--- src/rtl/vote_tally.sv ---
// vote_tally: session-based yes-vote accumulator with a majority verdict on close.
// Optional feature: define VOTE_TIE_EN to add the registered tie output.
module vote_tally #(
    parameter  int N_VOTERS = 3,
    parameter  int CNT_W    = 8,
    localparam int PC_W     = $clog2(N_VOTERS + 1),
    localparam int TOT_W    = CNT_W + PC_W
) (
    input  logic                clk,
    input  logic                rst,
    input  logic                start,
    input  logic [N_VOTERS-1:0] V,
    input  logic                v_valid,
    input  logic                close,
    output logic [N_VOTERS:0]   R,
    output logic [TOT_W-1:0]    yes_total,
    output logic [CNT_W-1:0]    rounds,
    output logic                busy,
    output logic                done,
    output logic                majority,
`ifdef VOTE_TIE_EN
    output logic                tie,
`endif
    output logic                ovf
);

    localparam int CMP_W = TOT_W + 2;

    typedef enum logic [1:0] {
        IDLE   = 2'd0,
        OPEN   = 2'd1,
        RESULT = 2'd2
    } state_t;

    state_t state_reg;
    state_t state_next;

    logic [N_VOTERS:0]   r_reg;
    logic [TOT_W-1:0]    yes_reg;
    logic [CNT_W-1:0]    rounds_reg;
    logic                majority_reg;
    logic                ovf_reg;

    logic [PC_W-1:0]     pop_count;
    logic [N_VOTERS:0]   pop_onehot;
    logic                in_open;
    logic                rounds_full;
    logic                accept;
    logic                reject;
    logic                closing;
    logic [TOT_W-1:0]    yes_next;
    logic [CNT_W-1:0]    rounds_next;
    logic [CMP_W-1:0]    cmp_lhs;
    logic [CMP_W-1:0]    cmp_rhs;

    // Ballot popcount and its one-hot decode
    always_comb begin
        pop_count = '0;
        for (int i = 0; i < N_VOTERS; i++) begin
            pop_count = pop_count + PC_W'(V[i]);
        end
    end

    generate
        for (genvar gi = 0; gi <= N_VOTERS; gi++) begin : g_onehot
            assign pop_onehot[gi] = (pop_count == PC_W'(gi));
        end
    endgenerate

    // start overrides any ballot or close arriving in the same cycle
    assign in_open     = (state_reg == OPEN);
    assign rounds_full = (rounds_reg == {CNT_W{1'b1}});
    assign accept      = in_open && v_valid && !start && !rounds_full;
    assign reject      = in_open && v_valid && !start && rounds_full;
    assign closing     = in_open && close && !start;

    // Totals including a ballot accepted in this cycle, so a close can count it
    assign yes_next    = accept ? (yes_reg + TOT_W'(pop_count)) : yes_reg;
    assign rounds_next = accept ? (rounds_reg + CNT_W'(1)) : rounds_reg;

    assign cmp_lhs = {1'b0, yes_next, 1'b0};
    assign cmp_rhs = CMP_W'(N_VOTERS) * CMP_W'(rounds_next);

    // State register
    always_ff @(posedge clk) begin
        if (rst) begin
            state_reg <= IDLE;
        end else begin
            state_reg <= state_next;
        end
    end

    // Next-state logic
    always_comb begin
        state_next = state_reg;
        case (state_reg)
            IDLE: begin
                if (start) state_next = OPEN;
            end
            OPEN: begin
                if (start)      state_next = OPEN;
                else if (close) state_next = RESULT;
            end
            RESULT: begin
                if (start) state_next = OPEN;
            end
            default: state_next = IDLE;
        endcase
    end

    // State-decoded outputs
    always_comb begin
        busy = 1'b0;
        done = 1'b0;
        case (state_reg)
            OPEN:    busy = 1'b1;
            RESULT:  done = 1'b1;
            default: ;
        endcase
    end

    // Accumulators and verdict
    always_ff @(posedge clk) begin
        if (rst) begin
            r_reg        <= '0;
            yes_reg      <= '0;
            rounds_reg   <= '0;
            majority_reg <= 1'b0;
            ovf_reg      <= 1'b0;
        end else if (start) begin
            r_reg        <= '0;
            yes_reg      <= '0;
            rounds_reg   <= '0;
            majority_reg <= 1'b0;
            ovf_reg      <= 1'b0;
        end else begin
            if (accept) begin
                r_reg      <= pop_onehot;
                yes_reg    <= yes_next;
                rounds_reg <= rounds_next;
            end
            if (reject) begin
                ovf_reg <= 1'b1;
            end
            if (closing) begin
                majority_reg <= (cmp_lhs > cmp_rhs);
            end
        end
    end

`ifdef VOTE_TIE_EN
    logic tie_reg;

    always_ff @(posedge clk) begin
        if (rst || start) begin
            tie_reg <= 1'b0;
        end else if (closing) begin
            tie_reg <= (cmp_lhs == cmp_rhs);
        end
    end

    assign tie = tie_reg;
`endif

    assign R         = r_reg;
    assign yes_total = yes_reg;
    assign rounds    = rounds_reg;
    assign majority  = majority_reg;
    assign ovf       = ovf_reg;

endmodule

--- config.mk ---
export PLATFORM = sky130hd
export DESIGN_NAME = vote_tally
export DESIGN_NICKNAME = d
export VERILOG_FILES = /design/src/rtl/vote_tally.sv
export SDC_FILE = /design/constraint.sdc
export NUM_CORES = 1
export LEC_CHECK = 0
export CAP_MARGIN = 20
export CORE_MARGIN = 2
export CORE_UTILIZATION = 45
export DETAILED_ROUTE_END_ITERATION = 10
export PLACE_DENSITY = 0.73
export SYNTH_ARGS = -nofsm -noshare
export SYNTH_HDL_FRONTEND = slang
export SYNTH_SLANG_ARGS = --single-unit
export TNS_END_PERCENT = 10
--- constraint.sdc ---
create_clock -name clk -period 3.7 [get_ports clk]
set_input_delay 0.555 -clock clk [delete_from_list [all_inputs] [get_ports clk]]
set_output_delay 0.555 -clock clk [all_outputs]
set_load 0.01 [all_outputs]
==> results of run 1 <==
## area by class of cell
type | instances | area share, %
multi-input combinational | 171 | 51.8
timing repair buffer | 79 | 23.6
sequential | 26 | 18.2
tap | 50 | 2.18
inverter | 11 | 1.74
clock buffer | 3 | 1.44
clock inverter | 1 | 1.05
## power breakdown
| part | internal (uW) | switching [uW] | leakage, uW | total [uW] |
|---|---|---|---|---|
| clock network | 145 | 100 | 0.0000357 | 245 |
| registers | 282 | 1.34 | 0.000210 | 283 |
| logic | 30.2 | 30.2 | 0.000975 | 60.3 |
| total | 457 | 132 | 0.00122 | 588 |
## synthesized netlist by cell type (all sizes together), types with 3 or more instances
cell type	n
mux2i	3
nand2b	3
xnor2	11
nand3	8
a21o	6
nor3	4
fa	3
o21ai	7
nand2	18
xor2	7
inv	9
clkbuf	3
ha	21
nor3b	3
a21oi	16
nor2b	11
nand4	7
nor2	20
dfxtp	26
## how the worst max path moves through the flow
| stage | endpoint | slack [ps] |
|---|---|---|
| final | majority | -120 |
| after global routing | majority | -260 |
| after CTS | majority | 0.6 |
| after detailed placement | majority | -570 |
| after global placement | majority | -530 |
| after floorplan | majority | 1 |
## tightest hold or removal path, delay by kind of cell, from the launching register on
| family | cells | cell delay [ps] |
|---|---|---|
| simple gates | 1 | 50 |
| flops | 1 | 320 |
| compound gates | 1 | 50 |
## layout by cell type (no fill, tap or decap), types with 3 or more instances in the layout
cell type,netlist,layout
a21o_1,6,6
a21oi_1,15,9
a21oi_2,1,5
buf_4,0,44
buf_6,0,3
clkbuf_8,0,3
clkdlybuf4s50_1,0,31
dfxtp_1,26,25
ha_1,21,15
ha_4,0,5
inv_1,9,5
inv_2,0,3
nand2_1,18,17
nand3_1,7,5
nand4_1,6,6
nor2_1,20,20
nor2b_1,11,11
nor3_1,3,3
o21ai_1,3,4
o21ai_2,0,3
xnor2_1,10,10
xor2_1,6,5
## kinds of logic (layout without fill, tap and decap cells)
kind of cell / count (synthesis) / in the layout / share of synthesized area, %
xor+xnor: 18 / 18 / 9.35
fa+ha+maj: 24 / 24 / 17.5
compound gates: 39 / 39 / 13.4
buf+inv: 15 / 94 / 3.18
simple gates: 86 / 86 / 25.3
flops: 26 / 26 / 28.2
mux: 4 / 4 / 3.12
## timing repair
action / in CTS / in global routing
pin swaps: 21 / 28
gates resized for setup: 32 / 27
setup endpoints to repair: 1 / 1
setup buffers: 8 / 3
## per-layer routing
layer  part of all wire, %  up-vias
li1                      -      906
met1                    41      872
met2                    50       62
met3                   4.9       23
met4                   4.4        0
met5                     0        -
## through the flow
step	setup slack (ps)	cell area [sq um]	util [%]	cells	total power, uW
after floorplan	1.07	1850	-	212	315
after global placement	-532	2490	62.8	326	341
after detailed placement	-571	2490	62.8	326	342
after CTS	0.577	2760	69.4	338	581
after global routing	-261	2870	72.3	341	604
final	-124	2870	72.3	341	588
==> summary.md, run 1 <==
| Metric | Value |
|---|---|
| Outcome | finished with violations |
| Failing checks | setup timing |
| Via count of the first global-routing pass | 1837 |
| Critical-path cell list | buf_6 -> nand4bb_1 -> buf_6 -> buf_6 -> a21oi_4 -> mux2i_1 -> inv_1 -> ha_4 -> buf_4 -> a21o_1 -> a21oi_2 -> xor2_1 -> ha_1 -> a21o_1 -> a21o_1 -> a211oi_2 -> o21ai_2 -> o41ai_4 -> nand4_1 -> nor3b_2 |
| Met1 usage | 25.5% |
| Largest net degree at the start of global routing | 26 |
| Setup ws final | -124 ps |
| Share of cells above drive strength 1 | 33.7% |
| Post-synth net total | 244 |
| Mapped Area | 1850 sq um |
| VDD IR max | 0.132 mV |
| Worst Path Arrival | 3970 ps |
| Critical path depth | 20 |
| Sequential area share after synthesis | 28.2% |
| GR peak layer | met2 |
| CTS H-tree depth | 1 |
| I/O Buffers | 33 |
| CTS buffer count | 3 |
| Routed wire length | 5.35 mm |
| Via count | 1863 |
| Area share of the largest cell type after synthesis | 28.2% |
| GR Util All Layers | 23.3% |
| GPL Wtd Cong | 0.813 |
| Yosys warns | 0 |
| Rel. slew slack | 64.0% |
| Critical path class | in2reg |
| Hold depth | 2 |
| Slowest stage delay, CP | 280 ps |
| CP max FO | 4 |
| Area occupied by multi-input gates | 1490 sq um |
| Met3 Use GR | 4.44% |
| Diodes inserted | 0 |
| Chip height | 68.1 um |
| Cts hold-fix bufs | 0 |
| Total Neg Setup Slack | -124 ps |
| Critical R2R Launch | rounds[5] |
| Dominant cell type by area after synthesis | dfxtp_1 |
| Asr flop ratio synth | 0% |
| I/O pins | 34 |
| Worst R2R End | majority |
| DRT iter0 DRCs | 104 |
| Final Skew | 6.96 ps |
| CTS tree | yes |
| CTS clk-pin slew, worst paths | 100 ps |
| Final Setup Violations | 1 |
| Cells after Synth | 212 |
| Worst endpoint required time | 3850 ps |
| Nets | 324 |
| Post-synth top flop | dfxtp_1 |
| Global route overflow | 0 |
| Crit. Startpoint | start |
| Core area | 3970 sq um |
| Starting density of the core | 46.5% |
| Top delay family on crit path | compound AO/OA/AOI/OAI gates |
| Fillers | 285 |
| Area growth syn-to-layout | 55.6% |
| Leak | 0.00122 uW |
| First-pass GRT wire length | 8.03 mm |
| RSZ-0062 raised after global routing | true |
| CP Capture Type | flip-flop |
| Startpoint class of the critical path | input port |
| Hold Path Class | reg2reg |
| WL per Instance | 15.7 um |
| Routed Antenna Nets | 0 |
| Initial antenna violation count | 0 |
| GR Util met2 | 41.9% |
| EDFF count, synth | 0 |
| Synth top area cells | dfxtp_1, ha_1, xnor2_1 |
| Sink Count | 26 |
| Post-layout min period | 3820 ps |
| Die width | 68.1 um |
| Cell area power density | 205 nW/um^2 |
| FF+latch count, synth | 26 |
| Initial DRT Pass Iterations | 4 |
| Worst R2R Path Depth | 16 |
| Hold Path Origin | R[3] |
| Dpl hpwl | 3.45 mm |
| Max reg flops | 10 |
| Total of max-cap violations | 0 |
| F_max | 0.262 GHz |
| Rows | 23 |
| Final hold viol count | 0 |
| Worst hold slack | 456 ps |
| Root Driver | clkbuf_8 |
| Pins over their slew limit | 0 |
| Worst R2R Setup Slack | -90 ps |
| DRC | 0 |
| FF+latch area | 522 sq um |
| Worst Hold Path EP | R[3] |
| Die area | 4630 sq um |
| Vias per std cell | 5.46 |
| Longest Clk Path Bufs | 2 |
| CP max-delay cell | ha_1 |
| Post-synthesis average cell area | 8.71 sq um |
| Clock Latency Late Sink | 280 ps |
| Netlist cell types | 50 |
| Final period utilization | 103% |
| Slew @ Worst Pin | 540 ps |
| WP buf/inv | 5 |
No activity file was read; power rests on OpenSTA's default activity.
==> run 2, diff against run 1 <==
--- a/config.mk
+++ b/config.mk
@@ -6,10 +6,12 @@
 export NUM_CORES = 1
 export LEC_CHECK = 0
 export CAP_MARGIN = 20
+export CELL_PAD_IN_SITES_DETAIL_PLACEMENT = 1
+export CELL_PAD_IN_SITES_GLOBAL_PLACEMENT = 2
 export CORE_MARGIN = 2
-export CORE_UTILIZATION = 45
+export CORE_UTILIZATION = 28
 export DETAILED_ROUTE_END_ITERATION = 10
-export PLACE_DENSITY = 0.73
+export PLACE_DENSITY_LB_ADDON = 0.1
 export SYNTH_ARGS = -nofsm -noshare
 export SYNTH_HDL_FRONTEND = slang
 export SYNTH_SLANG_ARGS = --single-unit
==> summary.md, run 2 (synthesized netlist as in run 1, its figures left out) <==
| Metric | Value |
|---|---|
| Outcome | complete, no violations |
| Via count | 1837 (-1.4%) |
| Sw Ratio | 24.8% (+2.4 points) |
| Final Skew | 5.32 ps (-1.64 ps) |
| Post-layout min period | 3650 ps (-178 ps) |
| CTS tree | yes |
| Diodes inserted | 0 (unchanged) |
| Pins over their slew limit | 0 (unchanged) |
| Worst Path Arrival | 3810 ps (-160 ps) |
| Worst R2R End | majority |
| CTS buffer count | 3 (unchanged) |
| Core area | 6350 sq um (+60%) |
| Total Power | 542 uW (-7.9%) |
| Fillers | 753 (+160%) |
| I/O pins | 34 (unchanged) |
| Die width | 85.2 um (+25%) |
| Rel. slew slack | 64.2% (+0.19 points) |
| Chip height | 85.2 um (+25%) |
| Top layer in use | met4 |
| CTS H-tree depth | 1 (unchanged) |
| GR Util All Layers | 15.8% (-7.5 points) |
| Critical-path cell list | ha_4 -> and3_4 -> buf_4 -> a21oi_4 -> mux2i_2 -> inv_1 -> ha_1 -> a21o_1 -> a21oi_4 -> buf_4 -> or3_1 -> o211ai_1 -> ha_1 -> a21o_1 -> a21oi_2 -> o21ai_1 -> o41ai_2 -> nand4_1 -> nor3b_2 |
| Routed Antenna Nets | 0 (unchanged) |
| Worst R2R Path Depth | 19 (+3) |
| Largest net degree at the start of global routing | 26 (unchanged) |
| DRT iter0 DRCs | 35 (-66%) |
| DRC | 0 (unchanged) |
| Slowest stage delay, CP | 360 ps (+80 ps) |
| P_int | 407 uW (-11%) |
| CP max-delay cell | or3_1 |
| Leak | 0.00129 uW (+5.3%) |
| Critical R2R Launch | rounds[0] |
| CP max FO | 4 (unchanged) |
| Die area | 7260 sq um (+57%) |
| Dpl hpwl | 4.14 mm (+20%) |
| F_max | 0.274 GHz (+4.9%) |
| Rows | 29 (+26%) |
| Cell area power density | 183 nW/um^2 (-11%) |
| Critical path class | reg2reg |
| Met1 wire length | 2.50 mm (+14%) |
| P_sw | 134 uW (+2.0%) |
| Final Setup Violations | 0 (-1) |
| Global route overflow | 0 (unchanged) |
| Starting density of the core | 29.1% (-17 points) |
| First-pass GRT wire length | 9.20 mm (+15%) |
| Worst R2R Setup Slack | 50 ps (+140 ps) |
| Total of max-cap violations | 0 (unchanged) |
| Startpoint class of the critical path | flip-flop |
| Via count of the first global-routing pass | 1928 (+5.0%) |
| I/O Buffers | 33 (unchanged) |
| Initial antenna violation count | 0 (unchanged) |
| Commonest cells after routing, fill and taps aside | buf_4, clkdlybuf4s50_1, nor2_1 |
| GPL Wtd Cong | 0.696 (-14%) |
| Vias per std cell | 4.78 (-12%) |
| Cts hold-fix bufs | 0 (unchanged) |
| Final hold viol count | 0 (unchanged) |
| WL per Instance | 14.7 um (-6.2%) |
| Slew @ Worst Pin | 537 ps (-2.84 ps) |
| Sequential Power Share | 52.4% (+4.3 points) |
| Sink Count | 26 (unchanged) |
| Hold Path Origin | R[3] |
| Placed Area | 2580 sq um (+3.5%) |
| Longest Clk Path Bufs | 2 (unchanged) |
| Max reg flops | 10 (unchanged) |
| Root Driver | clkbuf_8 |
| CP Capture Type | flip-flop |
| Hold depth | 2 (unchanged) |
| Share of cells above drive strength 1 | 36.5% (+2.8 points) |
| VDD IR max | 0.128 mV (-3.0%) |
| Final period utilization | 98.5% (-4.8 points) |
| DR WL met3 | 99 um (-62%) |
| RSZ-0062 raised after global routing | true |
| Routed wire length | 5.65 mm (+5.6%) |
| Combinational power share | 10.8% (+0.5 points) |
| Hold Path Class | reg2reg |
| Finished Cell Area | 2970 sq um (+3.3%) |
| Worst endpoint required time | 3860 ps (about the same) |
| Nets | 340 (+4.9%) |
| CTS clk-pin slew, worst paths | 100 ps (about the same) |
| Clock Latency Late Sink | 280 ps (about the same) |
| Initial DRT Pass Iterations | 4 (unchanged) |
| Commonest non-fill, non-tap cell in the layout | buf_4 |
| Area growth syn-to-layout | 60.6% |
| Core Util, Final | 46.7% (-26 points) |
| Clk pwr share | 36.8% (-4.8 points) |
| Worst Hold Path EP | R[3] |
| WL met2 | 2.99 mm (+13%) |
-- run 2: cell count changes in the layout (fill, tap and decap cells not counted), sizes merged --
cell and delta:
buf +16, bufinv -1, clkdlybuf4s15 +1
-- run 2: how the worst max path moves through the flow --
| stage | startpoint | end | cells past startpoint |
|---|---|---|---|
| floorplan | start | majority | 16 |
| global placement | start | majority | 18 |
| detailed placement | start | majority | 18 |
| CTS | rounds[1] | majority | 17 |
| global route | rounds[0] | majority | 19 |
| finish | rounds[0] | majority | 19 |
-- run 2: repair_timing --
item	CTS	global route
gates cloned	0	0
gates resized for setup	35	15
endpoints found under the setup margin	1	1
buffers inserted	15	7
pin swaps	19	22
-- run 2: worst max-delay path, delay by kind of cell (launching register included) --
family / cells / cell delay [ps]
simple gates: 4 / 800
flops: 1 / 350
mux: 1 / 270
fa+ha+maj: 3 / 740
buf+inv: 3 / 380
compound gates: 8 / 950
-- run 2: final cells by class --
class	instances	area [sq um]	area share, %
multi-input cells	171	1440	48.4
repair buffers	95	807	27.2
flip-flops and latches	26	529	17.8
well taps	77	96.3	3.25
clock buffers	4	55.1	1.86
inverters	11	43.8	1.48
-- run 2: power groups by stage --
stage	Clock [uW]	Combinational, uW	Sequential (uW)
2_1_floorplan	0	25.2	290
3_3_place_gp	0	52.4	290
3_5_place_dp	0	52.9	290
5_1_grt	216	64.5	284
4_1_cts	209	57.0	284
6_report	199	58.4	284
-- run 2: through the flow --
stage	hold WS, ps	std cells	worst slack (ps)	setup TNS [ps]
after floorplan	452	212	1.07	0
final	464	384	54.1	0
after global placement	448	360	-670	-670
after global routing	484	384	-146	-146
after CTS	463	377	-5.84	-5.84
after detailed placement	448	360	-743	-743
-- run 2: routing by layer --
layer | track usage (%) | up-vias
met5 | 0 | -
met2 | 28.8 | 18
met4 | 3.46 | 0
met1 | 20.0 | 884
met3 | 1.65 | 5
li1 | - | 930
